--- src/rtl/pe_pkg.sv ---
// Shared types and width helper for the sequential priority-encoder family.
package pe_pkg;

    typedef enum logic {
        IDLE = 1'b0,
        EMIT = 1'b1
    } pe_state_e;

    // Bits needed to hold values 0..value-1.
    function automatic int pe_clog2(input int value);
        int w;
        w = 0;
        while ((1 << w) < value) begin
            w = w + 1;
        end
        return w;
    endfunction

endpackage

--- src/rtl/pe_find_first.sv ---
// Combinational find-first-set over an N-bit vector.
// Direction: MSB-first by default, LSB-first when PE_LSB_FIRST_EN is defined.
module pe_find_first
    import pe_pkg::*;
#(
    parameter int N  = 8,
    parameter int IW = pe_clog2(N)
) (
    input  logic [N-1:0]  vec,
    output logic [IW-1:0] idx,
    output logic          found
);

    // The last matching iteration wins, so the scan runs toward the priority end.
    always_comb begin
        idx   = '0;
        found = 1'b0;
`ifdef PE_LSB_FIRST_EN
        for (int i = N - 1; i >= 0; i--) begin
            if (vec[i]) begin
                idx   = IW'(i);
                found = 1'b1;
            end
        end
`else
        for (int i = 0; i < N; i++) begin
            if (vec[i]) begin
                idx   = IW'(i);
                found = 1'b1;
            end
        end
`endif
    end

endmodule

--- src/rtl/pe_multi_seq.sv ---
// Sequential multi-index priority encoder: captures a request vector and emits up to
// MAX_OUT set-bit indices, one per accepted beat. Direction macro: PE_LSB_FIRST_EN.
module pe_multi_seq
    import pe_pkg::*;
#(
    parameter  int N       = 8,
    parameter  int MAX_OUT = 3,
    localparam int IW      = pe_clog2(N),
    localparam int CW      = pe_clog2(MAX_OUT + 1)
) (
    input  logic          clk,
    input  logic          rst,
    input  logic          enable,
    input  logic          in_valid,
    output logic          in_ready,
    input  logic [N-1:0]  in_vec,
    output logic          out_valid,
    input  logic          out_ready,
    output logic [IW-1:0] out_idx,
    output logic [CW-1:0] out_rank,
    output logic          out_last,
    output logic          done,
    output logic [CW-1:0] done_cnt,
    output pe_state_e     dbg_state
);

    // Handshakes: a transfer happens on an edge where valid & ready & enable are all high;
    // valid never depends on ready, and a presented beat holds until it is accepted.
    pe_state_e       r_state;
    pe_state_e       w_next_state;
    logic [N-1:0]    r_rem;
    logic            r_out_valid;
    logic [IW-1:0]   r_idx;
    logic [CW-1:0]   r_rank;
    logic            r_last;
    logic            r_done;
    logic [CW-1:0]   r_done_cnt;

    logic            w_capture;
    logic            w_accept;
    logic            w_advance;
    logic            w_finish;
    logic [N-1:0]    w_src;
    logic [IW-1:0]   w_next_idx;
    logic            w_found;
    logic [CW-1:0]   w_next_rank;
    logic            w_next_last;

    assign w_capture = (r_state == IDLE) && enable && in_valid;
    assign w_accept  = (r_state == EMIT) && r_out_valid && enable && out_ready;
    assign w_advance = w_accept && !r_last;
    assign w_finish  = w_accept && r_last;

    // Source for the next beat: the fresh vector in IDLE, else rem minus the current bit.
    assign w_src = (r_state == IDLE) ? in_vec : (r_rem & ~(N'(1) << r_idx));

    pe_find_first #(.N(N), .IW(IW)) u_find_first (
        .vec   (w_src),
        .idx   (w_next_idx),
        .found (w_found)
    );

    assign w_next_rank = (r_state == IDLE) ? '0 : r_rank + CW'(1);
    assign w_next_last = (w_next_rank == CW'(MAX_OUT - 1)) ||
                         ((w_src & ~(N'(1) << w_next_idx)) == '0);

    always_comb begin
        w_next_state = r_state;
        case (r_state)
            IDLE:    if (w_capture && w_found) w_next_state = EMIT;
            EMIT:    if (w_finish) w_next_state = IDLE;
            default: w_next_state = IDLE;
        endcase
    end

    always_ff @(posedge clk) begin
        if (rst) r_state <= IDLE;
        else     r_state <= w_next_state;
    end

    always_ff @(posedge clk) begin
        if (rst) begin
            r_rem       <= '0;
            r_out_valid <= 1'b0;
            r_idx       <= '0;
            r_rank      <= '0;
            r_last      <= 1'b0;
            r_done      <= 1'b0;
            r_done_cnt  <= '0;
        end else begin
            r_done <= 1'b0;
            if (w_capture) begin
                r_rem <= w_src;
                if (w_found) begin
                    r_out_valid <= 1'b1;
                    r_idx       <= w_next_idx;
                    r_rank      <= w_next_rank;
                    r_last      <= w_next_last;
                end else begin
                    r_done     <= 1'b1;
                    r_done_cnt <= '0;
                end
            end else if (w_advance) begin
                r_rem  <= w_src;
                r_idx  <= w_next_idx;
                r_rank <= w_next_rank;
                r_last <= w_next_last;
            end else if (w_finish) begin
                // Any bits still set past MAX_OUT beats are dropped here.
                r_rem       <= '0;
                r_out_valid <= 1'b0;
                r_last      <= 1'b0;
                r_done      <= 1'b1;
                r_done_cnt  <= r_rank + CW'(1);
            end
        end
    end

    assign in_ready  = (r_state == IDLE) && enable;
    assign out_valid = r_out_valid && enable;
    assign out_idx   = r_idx;
    assign out_rank  = r_rank;
    assign out_last  = r_last;
    assign done      = r_done;
    assign done_cnt  = r_done_cnt;
    assign dbg_state = r_state;

endmodule

--- config.mk ---
export PLATFORM = sky130hd
export DESIGN_NAME = pe_multi_seq
export DESIGN_NICKNAME = d
export VERILOG_FILES = /design/src/rtl/pe_pkg.sv /design/src/rtl/pe_find_first.sv /design/src/rtl/pe_multi_seq.sv
export SDC_FILE = /design/constraint.sdc
export NUM_CORES = 1
export LEC_CHECK = 0
export BUFFER_PORTS_ARGS = -buffer_cell sky130_fd_sc_hd__buf_4
export CAP_MARGIN = 20
export CORE_MARGIN = 2
export CORE_UTILIZATION = 50
export DETAILED_ROUTE_END_ITERATION = 7
export GPL_TIMING_DRIVEN = 0
export PLACE_DENSITY = 0.85
export SYNTH_ARGS = -nofsm -noshare
export SYNTH_HDL_FRONTEND = slang
export SYNTH_SLANG_ARGS = --single-unit
--- constraint.sdc ---
create_clock -name clk -period 5.3 [get_ports clk]
set_input_delay 1.06 -clock clk [delete_from_list [all_inputs] [get_ports clk]]
set_output_delay 1.06 -clock clk [all_outputs]
set_load 0.01 [all_outputs]
# --- Word-level counts from Yosys, hierarchy flattened ---
# Index checks and enable logic that the tools add are counted.
classes:
  addsub: 1
  n_eq_ne: 4
  n_mux: 44
  n_reduce_logical: 19
  bitwise_logic: 5
  n_shift: 2
ops:
  columns: ["operator", "n"]
  rows:
  - ["$mux 8", 4]
  - ["$mux 1", 22]
  - ["$mux 3", 7]
  - ["$mux 2", 10]
  - ["$and 8x8->8", 2]
  - ["$not 8->8", 2]
  - ["$shl 1x3->8 const A", 2]
  - ["$logic_and 1x1->1", 9]
  - ["$logic_not 8->1", 1]
  - ["$reduce_and 3->1", 2]
  - ["$ne 2x2->1 const B", 2]
  - ["$reduce_and 2->1", 2]
  - ["$reduce_bool 2->1", 2]
  - ["$reduce_bool 3->1", 1]
  - ["$add 2x1->2 const B", 1]
  - ["$eq 2x2->1 const B", 1]
  - ["$ne 2x1->1 const B", 1]
  - ["$pmux 1 s2", 1]
  - ["$logic_not 1->1", 1]
  - ["$logic_or 1x1->1", 1]
  - ["$not 1->1", 1]
word_totals:
  out_inout_bits: 12
  elab_cells: 83
  regBits: 19
  input_bits: 13

# --- Longest topological paths before layout ---
# Gate-level depths: netlist (run 1).
logic_depth:
  word_depth: 18
  depth_mapped: 8
  mapped_depth_nobuf: 6

# --- By module ---
# From an unflattened synthesis (run 1), not the netlist that was laid out.
unflattened:
  cells_unflattened: 146
  hier_area_um2: 1153.6
modules_own_cells:
  columns: ["module", "n_inst", "seq_area_each_um2", "cells_per_inst", "area_each_um2"]
  rows:
  - ["pe_multi_seq", 1, 380.4, 134, 1096.1]
  - ["pe_find_first", 1, 0.0, 12, 57.6]

# --- Least setup slack after synthesis (run 1) ---
# No wires, ideal clock.
synth_path:
  path_kind: "input to register"
  start: "input port in_vec[7]"
  end: "register r_rank[0], in the netlist out_rank[0]"
  required_time_ps: 5237
  n_path_buf: 1
  arrival_ps: 2711
  setup_slack_ps: 2526
  setup_time_ps: 63
  cell_stages: 7
  path_cell_list: "and2b_1 a31o_1 or4_1 buf_2 o31a_4 mux2_4 nor2_2"
synth_between:
  elab_chain_len: 4
synth_lines:
  columns: ["element", "line", "source"]
  rows:
  - ["start, declared", "pe_multi_seq.sv:16", "input logic [N-1:0] in_vec,"]
  - ["$mux 8", "pe_multi_seq.sv:55", "assign w_src = (r_state == IDLE) ? in_vec : (r_rem & ~(N'(1) << r_idx));"]
  - ["$mux 1", "pe_find_first.sv:27", "if (vec[i]) begin"]
  - ["$ne 2x1->1 (no line)", null, null]
  - ["$reduce_and 2->1 (no line)", null, null]
  - ["end signal, assigned", "pe_multi_seq.sv:97", "r_rank <= w_next_rank;"]
  - ["end signal, assigned", "pe_multi_seq.sv:106", "r_rank <= w_next_rank;"]
  - ["end, declared", "pe_multi_seq.sv:34", "logic [CW-1:0] r_rank;"]
# No other way between the ends.
# A chain may end at the register's enable or synchronous reset.

# --- Worst setup path in the final report (run 1) ---
layout_path:
  start: "register r_state, in the netlist dbg_state"
  end: "output port in_ready"
layout_between:
  elab_chain_len: 2
layout_lines:
  columns: ["element", "line", "source"]
  rows:
  - ["start, declared", "pe_multi_seq.sv:29", "pe_state_e r_state;"]
  - ["start signal, assigned", "pe_multi_seq.sv:78", "else r_state <= w_next_state;"]
  - ["$not 1->1", null, null]
  - ["$logic_and 1x1->1", "pe_multi_seq.sv:119", "assign in_ready = (r_state == IDLE) && enable;"]
  - ["end, declared", "pe_multi_seq.sv:15", "output logic in_ready,"]
# No other way between the ends.

==> key figures, run 1 <==
Setup path
  • Worst Path Required: 4.24 ns
  • CP max FO: 10
  • Setup CP Type: reg -> out
  • Setup crit start kind: flip-flop
  • CP arrival: 1.69 ns
  • Crit path capture type: output pin

STA
  • Tcrit/Tclk final: 0.519
  • Unrepaired setup endpoints after global routing: false
  • Final Slew Violations: 0
  • Setup total negative slack: 0 ns
  • Final setup violation count: 0
  • Final Worst Setup Slack: 2.55 ns
  • Fmax: 364 MHz
  • Min Hold Slack: 0.464 ns
  • Max-slew headroom: 0.512
  • Least-Margin Pin Slew: 0.728 ns
  • Final Hold Viols: 0
  • Period minus WS final: 2.75 ns
  • Clk_skew: 0.00158 ns

Final layout
  • Fillers: 172
  • ANT cells: 0
  • Final Non-Filler Cells: 187
  • Final net count: 174
  • Area Overhead vs Synth: 21.8%
  • Layout cells sized above 1: 0.231
  • Fin area: 1300 um2
  • Finished Core Util: 0.657

Global route
  • Global route overflow: 0
  • Met2 Use GR: 0.336
  • First-pass GRT wire length: 4.28 mm
  • Met1 usage: 0.284
  • Initial antenna violation count: 0
  • Largest net degree at the start of global routing: 11
  • GRT Total Usage: 0.220
  • Met3 Use GR: 0.0625
  • Number of global-route vias before repair: 972
  • Most used routing layer: met2

Clock tree
  • Root Driver: clkbuf_4
  • Cts bufs inserted: 3
  • Hold buffer count at cts: 0
  • CTS clock-pin slew for the worst setup and hold paths: 0.11 ns
  • Resized Gates After CTS: 0
  • H-tree levels: 1
  • CTS max path bufs: 2
  • Clock Latency Late Sink: 0.30 ns
  • CTS Sinks: 19
  • Post CTS Setup Buffer Count: 0
  • CTS tree: yes

Pwr
  • Leak Pwr: 0.527 nW
  • VDD IR-drop max: 184 uV
  • Ratio of total power to cell area: 232 nW/um2
  • Total power: 0.302 mW

Routing
  • Drc violations: 0
  • Routed Wire Length: 2.68 mm
  • Drt wl/cell: 14.3 um
  • Vias: 1094
  • DRT iter0 DRCs: 33
  • Via/cell ratio: 5.85
  • Post-route ant nets: 0
  • DRT Pass-1 Iters: 4

Floorplan
  • Starting Density: 0.540
  • Die X: 50.3 um
  • Top Ports: 25
  • Total core area: 1980 um2
  • # rows: 16
  • Die height: 50.3 um
  • Overall die area: 2530 um2

Synth
  • Post-synth top area cell: dfxtp_1
  • Synth area leaders: dfxtp_1, nor2_1, a22oi_1
  • Syn Inst Count: 133
  • Yosys warns: 0
  • Post-synth EDFFs: 0
  • Most used flip-flop cell after synthesis: dfxtp_1
  • Flops & latches, synth: 19
  • Mapped Area: 1070 um2
  • Asr flop ratio synth: 0
  • Syn avg cell area: 8.04 um2
  • Post-synth top cells: dfxtp_1, nor2_1, a22oi_1, nor2b_1
  • Register area share after synthesis: 0.356
  • Share of the synthesized area in the top cell type: 0.356
  • Synth cell types: 42
  • Syn_nets: 146

Hold path
  • Worst Hold Class: reg -> reg

Status
  • Outcome: finished, final reports clean

Placed design
  • Dpl cell area: 1280 um2
  • I/O Buffers: 23
  • Final GP Congestion: 0.923
  • Dpl ws: 2.32 ns
  • Post-DP HPWL: 1.94 mm
  • Placed insts: 183

Job
  • Max Cap Violations: 0
[state kept, by name (all words and copies together) (netlist names)]
name         count
dbg_state        1
out_idx          3
r_out_valid      1
done_cnt         2
done             1
r_rem            8
out_last         1
out_rank         2
[report_power, final]
| part | switching (mW) | internal [mW] | total (mW) |
|---|---|---|---|
| Clock | 0.0462 | 0.0293 | 0.0755 |
| Combinational | 0.0416 | 0.0315 | 0.0731 |
| Sequential | 0.00439 | 0.149 | 0.154 |
| Total | 0.0922 | 0.210 | 0.302 |
[critical path, stage by stage, from the launching register on]
cell     delay [ns]
dfxtp_1        0.47
buf_2          0.28
buf_1          0.40
nor2b_1        0.09
buf_4          0.16
[layout by cell type (no fill, tap or decap), types with 2 or more instances in the layout]
cell type,count
a211oi_1,5
a21oi_1,5
a22oi_1,7
a31oi_1,5
and2_1,2
and3_1,2
buf_2,5
buf_4,23
clkbuf_1,4
clkbuf_4,3
dfxtp_1,19
inv_1,5
mux2i_1,4
nand2_1,5
nand2b_1,2
nand3_1,2
nor2_1,19
nor2b_1,7
nor3_1,4
o21a_1,2
o21ai_0,5
o22ai_1,3
[cells by family after synthesis]
| kind of cell | count (synthesis) | synth area share |
|---|---|---|
| xor+xnor | 1 | 0.00819 |
| flops | 19 | 0.356 |
| compound gates | 41 | 0.269 |
| mux | 5 | 0.0515 |
| simple gates | 53 | 0.261 |
| buf+inv | 14 | 0.0550 |
[layer usage]
metal  up-vias  routed length (um)  part of all wire
met1       503                1190              0.44
li1        538                   -                 -
met3         2                 183             0.068
met5         -                   0                 0
met2        51                1290              0.48
met4         0                  14            0.0052
[path summary, 6_finish.rpt]
kind / end / depth (start not counted) / from / slack, ns
max: in_ready / 4 / dbg_state / 2.55
max reg2reg: out_last / 7 / dbg_state / 2.81
min: r_out_valid / 2 / r_out_valid / 0.46
min reg2reg: r_out_valid / 2 / r_out_valid / 0.46
[area by class of cell]
| cell class | instances | area (um2) | area share |
|---|---|---|---|
| Buffer | 9 | 40.0 | 0.0307 |
| Sequential cell | 19 | 380 | 0.292 |
| Multi-Input combinational cell | 100 | 631 | 0.484 |
| Tap cell | 27 | 33.8 | 0.0259 |
| Clock buffer | 4 | 26.3 | 0.0202 |
| Inverter | 5 | 18.8 | 0.0144 |
| Timing Repair Buffer | 23 | 173 | 0.133 |
No activity file was read; power rests on OpenSTA's default activity.
==> run 2: changes to the inputs <==
- CORE_UTILIZATION: 50 -> 47
- PLACE_DENSITY: 0.85 -> 0.84
- clock period: 5.3 -> 2.5 ns (I/O delays scaled with it)
==> run 2 against run 1 <==
  * Sequential power is 110% higher
  * Die area is 5.9% higher
  * Routed wire length is 3.7% lower
  * Non-clock buffer count is 1 higher
  * Clock skew is 0.0020 ns higher
  * Combinational power is 110% higher
  * Hold slack better by 0.0039 ns
  * Cell count is 1.1% higher
  * Critical path depth is 3 higher
  * Sequential share of layout area is 0.41 points lower
  * Worst setup slack worse by 2.4 ns
==> key figures, run 2 (synthesis gave the netlist of run 1 again) <==
Status
  • Outcome: finished, final reports clean

Global route
  • Number of global-route vias before repair: 973 (+0.10%)
  • First-pass GRT wire length: 4.17 mm (-2.7%)
  • Initial antenna violation count: 0 (unchanged)
  • Global route overflow: 0 (unchanged)
  • Largest net degree at the start of global routing: 12 (+1)
  • GRT Total Usage: 0.205 (-0.0148)

Setup path
  • Worst flop-to-flop path endpoint: out_rank[0]
  • CP arrival: 2.61 ns (+0.92 ns)
  • R2r startpoint: dbg_state
  • Setup CP Type: reg -> reg
  • CP Launch Point: dbg_state
  • Worst Setup EP: out_rank[0]
  • Crit path capture type: flip-flop
  • Setup crit start kind: flip-flop
  • Worst Path Required: 2.75 ns (-1.49 ns)
  • Flop2flop setup slack: 0.14 ns (-2.67 ns)
  • Reg2reg path depth: 7 (unchanged)
  • CP max FO: 8 (-2)

Pwr
  • Combinational power share: 0.244 (+0.002)
  • Sequential share of power: 0.508 (about the same)
  • Leak Pwr: 0.538 nW (+2.0%)
  • Clock network fraction of design power: 0.247 (-0.003)
  • Psw: 0.195 mW (+110%)
  • Pint: 0.445 mW (+110%)
  • Ratio of total power to cell area: 484 nW/um2 (+110%)
  • Sw Ratio: 0.305 (about the same)
  • VDD IR-drop max: 399 uV (+120%)

Final layout
  • Largest register by flop count: r_rem
  • Area Overhead vs Synth: 23.5%
  • ANT cells: 0 (unchanged)
  • Final net count: 175 (+0.57%)
  • Max reg flops: 8 (unchanged)
  • Layout cells sized above 1: 0.255 (+0.0234)
  • Most frequent cells in the layout: buf_4, nor2_1, dfxtp_1
  • Commonest non-fill, non-tap cell in the layout: buf_4

STA
  • Final setup violation count: 0 (unchanged)
  • Fmax: 423 MHz
  • Max-slew headroom: 0.553 (+0.0412)
  • Final Hold Viols: 0 (unchanged)
  • Final Slew Violations: 0 (unchanged)
  • Tcrit/Tclk final: 0.945
  • Unrepaired setup endpoints after global routing: false
  • Final Worst Setup Slack: 0.138 ns (-2.41 ns)
  • Period minus WS final: 2.36 ns
  • Setup total negative slack: 0 ns (unchanged)
  • Clk_skew: 0.00362 ns (+0.00204 ns)
  • Least-Margin Pin Slew: 0.666 ns (-0.0615 ns)

Clock tree
  • Cts bufs inserted: 3 (unchanged)
  • CTS tree: yes
  • CTS Sinks: 19 (unchanged)
  • CTS max path bufs: 2 (unchanged)
  • Root Driver: clkbuf_4
  • Hold buffer count at cts: 0 (unchanged)
  • H-tree levels: 1 (unchanged)
  • CTS clock-pin slew for the worst setup and hold paths: 0.11 ns (about the same)
  • Clock Latency Late Sink: 0.30 ns (about the same)

Floorplan
  • # rows: 17 (+1)
  • Die height: 51.7 um (+2.9%)
  • Starting Density: 0.488 (-0.0515)
  • Die X: 51.7 um (+2.9%)
  • Total core area: 2190 um2 (+11%)
  • Overall die area: 2670 um2 (+5.9%)
  • Top Ports: 25 (unchanged)

Routing
  • Drc violations: 0 (unchanged)
  • Drt wl/cell: 13.6 um (-4.7%)
  • DRT Pass-1 Iters: 4 (unchanged)
  • Routed Wire Length: 2.58 mm (-3.7%)
  • Via/cell ratio: 5.84 (-0.15%)
  • Post-route ant nets: 0 (unchanged)
  • DRT iter0 DRCs: 39 (+18%)
  • Vias: 1104 (+0.91%)

Job
  • Max Cap Violations: 0 (unchanged)

Placed design
  • Post-DP HPWL: 2.00 mm (+3.3%)
  • Final GP Congestion: 0.910 (-1.4%)
  • I/O Buffers: 23 (unchanged)
  • Dpl ws: 0.0732 ns (-2.25 ns)

Hold path
  • Worst Hold Class: reg -> reg
==> run 2: metal layers <==
layer / vias up / share of wire / GRT usage / wire length [um]
li1: 542 / - / - / -
met1: 508 / 0.45 / 0.265 / 1150
met2: 46 / 0.47 / 0.323 / 1220
met3: 8 / 0.053 / 0.0345 / 136
met4: 0 / 0.026 / 0.114 / 66
met5: - / 0 / 0 / 0
==> run 2: repair_timing <==
action | CTS | global route
setup buffers | 0 | 1
endpoints found under the setup margin | 0 | 3
resized for setup | 0 | 3
==> run 2: per-stage QoR <==
stage | hold slack (ns) | power (mW) | utilization | cells | instance area, um2
after CTS | 0.468 | 0.638 | 0.596 | 188 | 1310
after floorplan | 0.432 | 0.433 | - | 133 | 1070
after global routing | 0.482 | 0.675 | 0.603 | 189 | 1320
after detailed placement | 0.448 | 0.483 | 0.583 | 184 | 1280
final | 0.468 | 0.640 | 0.603 | 189 | 1320
after global placement | 0.441 | 0.477 | 0.583 | 184 | 1280
==> run 2: worst min-delay path by stage <==
stage           startpoint     endpoint  slack, ns  cells past startpoint
3_5_place_dp   r_out_valid  r_out_valid       0.45                      2
2_1_floorplan  r_out_valid  r_out_valid       0.43                      2
5_1_grt        r_out_valid  r_out_valid       0.48                      2
3_3_place_gp   r_out_valid  r_out_valid       0.44                      2
4_1_cts        r_out_valid  r_out_valid       0.47                      2
6_report       r_out_valid  r_out_valid       0.47                      2
==> run 2: final cells by class <==
cell class / instances / area (um2)
Inverter: 5 / 18.8
Fill cell: 202 / 870
Clock inverter: 1 / 5.00
Buffer: 9 / 41.3
Clock buffer: 3 / 22.5
Tap cell: 28 / 35.0
Sequential cell: 19 / 380
Multi-Input combinational cell: 100 / 638
Timing Repair Buffer: 24 / 180
==> run 2: power groups by stage <==
stage | Combinational (mW) | Sequential, mW | Clock (mW)
after detailed placement | 0.151 | 0.332 | 0
final | 0.156 | 0.325 | 0.158
after floorplan | 0.0999 | 0.333 | 0
after global routing | 0.171 | 0.327 | 0.177
after global placement | 0.146 | 0.331 | 0
after CTS | 0.151 | 0.325 | 0.162
==> run 2: critical path, stage by stage, from the launching register on <==
cell and delay (ns):
dfxtp_1 0.45, nor2b_2 0.21, a31oi_1 0.20, or4_1 0.53, buf_2 0.17, o31a_4 0.40
mux2_4 0.28, nor2_2 0.08
==> run 3: changes to the inputs <==
- CORE_ASPECT_RATIO: default -> 0.8
==> run 3 against run 2 <==
  * Clock power hardly changed
  * Cell count decreased by 1.6%
  * Flip-flop and latch count stayed put
  * Power grew 0.18%
  * Via count is 1.0% lower
  * Non-clock buffer count stayed put
  * Worst setup slack got worse by 0.0067 ns
  * Clock skew grew 0.0082 ns
  * Critical endpoint unchanged
  * Largest power group unchanged
  * Highest routed layer unchanged
==> key figures, run 3 (synthesis gave the netlist of run 1 again) <==
Setup path
  • Crit path capture type: flip-flop
  • CP arrival: 2.61 ns (about the same)
  • Setup crit start kind: flip-flop
  • Setup CP Type: reg -> reg
  • CP max FO: 9 (+1)
  • Worst Path Required: 2.74 ns (about the same)

Clock tree
  • H-tree levels: 1 (unchanged)
  • CTS Sinks: 19 (unchanged)
  • CTS max path bufs: 2 (unchanged)
  • CTS tree: yes
  • CTS clock-pin slew for the worst setup and hold paths: 0.11 ns (about the same)
  • Root Driver: clkbuf_4
  • Clock Latency Late Sink: 0.31 ns (about the same)
  • Cts bufs inserted: 3 (unchanged)

Final layout
  • ANT cells: 0 (unchanged)
  • Final net count: 175 (unchanged)
  • Largest register by flop count: r_rem
  • Commonest non-fill, non-tap cell in the layout: buf_4
  • Fillers: 194 (-4.0%)
  • Area Overhead vs Synth: 23.2%
  • Layout cells sized above 1: 0.255 (unchanged)
  • Max reg flops: 8 (unchanged)
  • Most frequent cells in the layout: buf_4, nor2_1, dfxtp_1

Pwr
  • Combinational power share: 0.246 (+0.002)
  • VDD IR-drop max: 385 uV (-3.5%)
  • Leak Pwr: 0.536 nW (-0.34%)
  • Ratio of total power to cell area: 487 nW/um2 (+0.46%)
  • Sw Ratio: 0.302 (-0.00331)
  • Psw: 0.193 mW (-0.91%)
  • Sequential share of power: 0.508 (about the same)
  • Clock network fraction of design power: 0.245 (-0.002)
  • Pint: 0.448 mW (+0.65%)

Global route
  • First-pass GRT wire length: 4.36 mm (+4.6%)
  • Number of global-route vias before repair: 955 (-1.8%)
  • GRT Total Usage: 0.217 (+0.0118)
  • Initial antenna violation count: 0 (unchanged)
  • Largest net degree at the start of global routing: 11 (-1)
  • Global route overflow: 0 (unchanged)

Status
  • Outcome: finished, final reports clean

Floorplan
  • Overall die area: 2680 um2 (about the same)
  • Top Ports: 25 (unchanged)
  • Die X: 57.3 um (+11%)
  • Starting Density: 0.496 (+0.00736)
  • # rows: 15 (-2)
  • Total core area: 2160 um2 (-1.5%)
  • Die height: 46.7 um (-9.7%)

STA
  • Final setup violation count: 0 (unchanged)
  • Fmax: 422 MHz (-0.28%)
  • Setup total negative slack: 0 ns (unchanged)
  • Least-Margin Pin Slew: 0.705 ns (+0.0389 ns)
  • Period minus WS final: 2.37 ns (+0.00668 ns)
  • Final Hold Viols: 0 (unchanged)
  • Clk_skew: 0.0119 ns (+0.00823 ns)
  • Min Hold Slack: 0.470 ns (+0.00184 ns)
  • Tcrit/Tclk final: 0.948 (+0.00267)
  • Max-slew headroom: 0.527 (-0.0261)
  • Final Slew Violations: 0 (unchanged)
  • Unrepaired setup endpoints after global routing: false

Routing
  • Vias: 1093 (-1.0%)
  • Drt wl/cell: 14.4 um (+5.5%)
  • Via/cell ratio: 5.88 (+0.60%)
  • DRT iter0 DRCs: 44 (+13%)
  • Post-route ant nets: 0 (unchanged)
  • Routed Wire Length: 2.67 mm (+3.8%)
  • DRT Pass-1 Iters: 6 (+2)
  • Drc violations: 0 (unchanged)

Hold path
  • Worst Hold Class: reg -> reg

Placed design
  • Final GP Congestion: 0.867 (-4.8%)
  • I/O Buffers: 23 (unchanged)
  • Post-DP HPWL: 1.95 mm (-2.9%)

Job
  • Max Cap Violations: 0 (unchanged)
## run 3: critical path, stage by stage, from the launching register on
cell and delay, ns:
dfxtp_1 0.35, buf_2 0.20, nand3_1 0.09, a31o_1 0.28, or4_1 0.47, buf_2 0.17
o31a_4 0.40, mux2_4 0.27, nor2_2 0.07
## run 3: power by group through the flow
| stage | sequential (mW) | combinational, mW | clock (mW) |
|---|---|---|---|
| detailed placement | 0.332 | 0.151 | 0 |
| global route | 0.328 | 0.173 | 0.171 |
| global placement | 0.331 | 0.147 | 0 |
| floorplan | 0.333 | 0.0999 | 0 |
| finish | 0.326 | 0.158 | 0.157 |
| CTS | 0.326 | 0.152 | 0.161 |
## run 3: layout make-up
type	count	area (um2)	area share
repair buffers	24	180	0.137
plain buffers	9	41.3	0.0313
inverters	5	18.8	0.0142
well taps	25	31.3	0.0237
clock buffers	4	26.3	0.0199
multi-input cells	100	638	0.484
flip-flops and latches	19	382	0.290
## run 3: worst paths after layout
path	endpoint	depth (start not counted)	startpoint	slack, ns
max	out_rank[0]	8	out_idx[2]	0.13
min	r_out_valid	2	r_out_valid	0.47
max reg2reg	out_rank[0]	8	out_idx[2]	0.13
min reg2reg	r_out_valid	2	r_out_valid	0.47
## run 3: repair_timing
item                       in CTS  in global routing
setup endpoints to repair       1                  1
setup buffers                   0                  1
cloned                          0                  0
hold buffers                    0                  0
pin swaps                       0                  1
resized for setup               1                  3
## run 3: per-layer routing
layer	part of all wire	routed length, um	GRT usage
met3	0.12	310	0.0702
met4	0.018	48	0.0698
met2	0.43	1140	0.345
met5	0	0	0
met1	0.44	1170	0.280
## run 3: per-stage QoR
step           area [um2]  instances  worst slack [ns]  total power, mW  utilization
2_1_floorplan        1070        133             0.266            0.433            -
3_3_place_gp         1270        181             0.108            0.478        0.590
3_5_place_dp         1270        181           0.00601            0.483        0.590
4_1_cts              1300        185             0.110            0.639        0.603
5_1_grt              1320        186            0.0301            0.672        0.610
6_report             1320        186             0.131            0.641        0.610
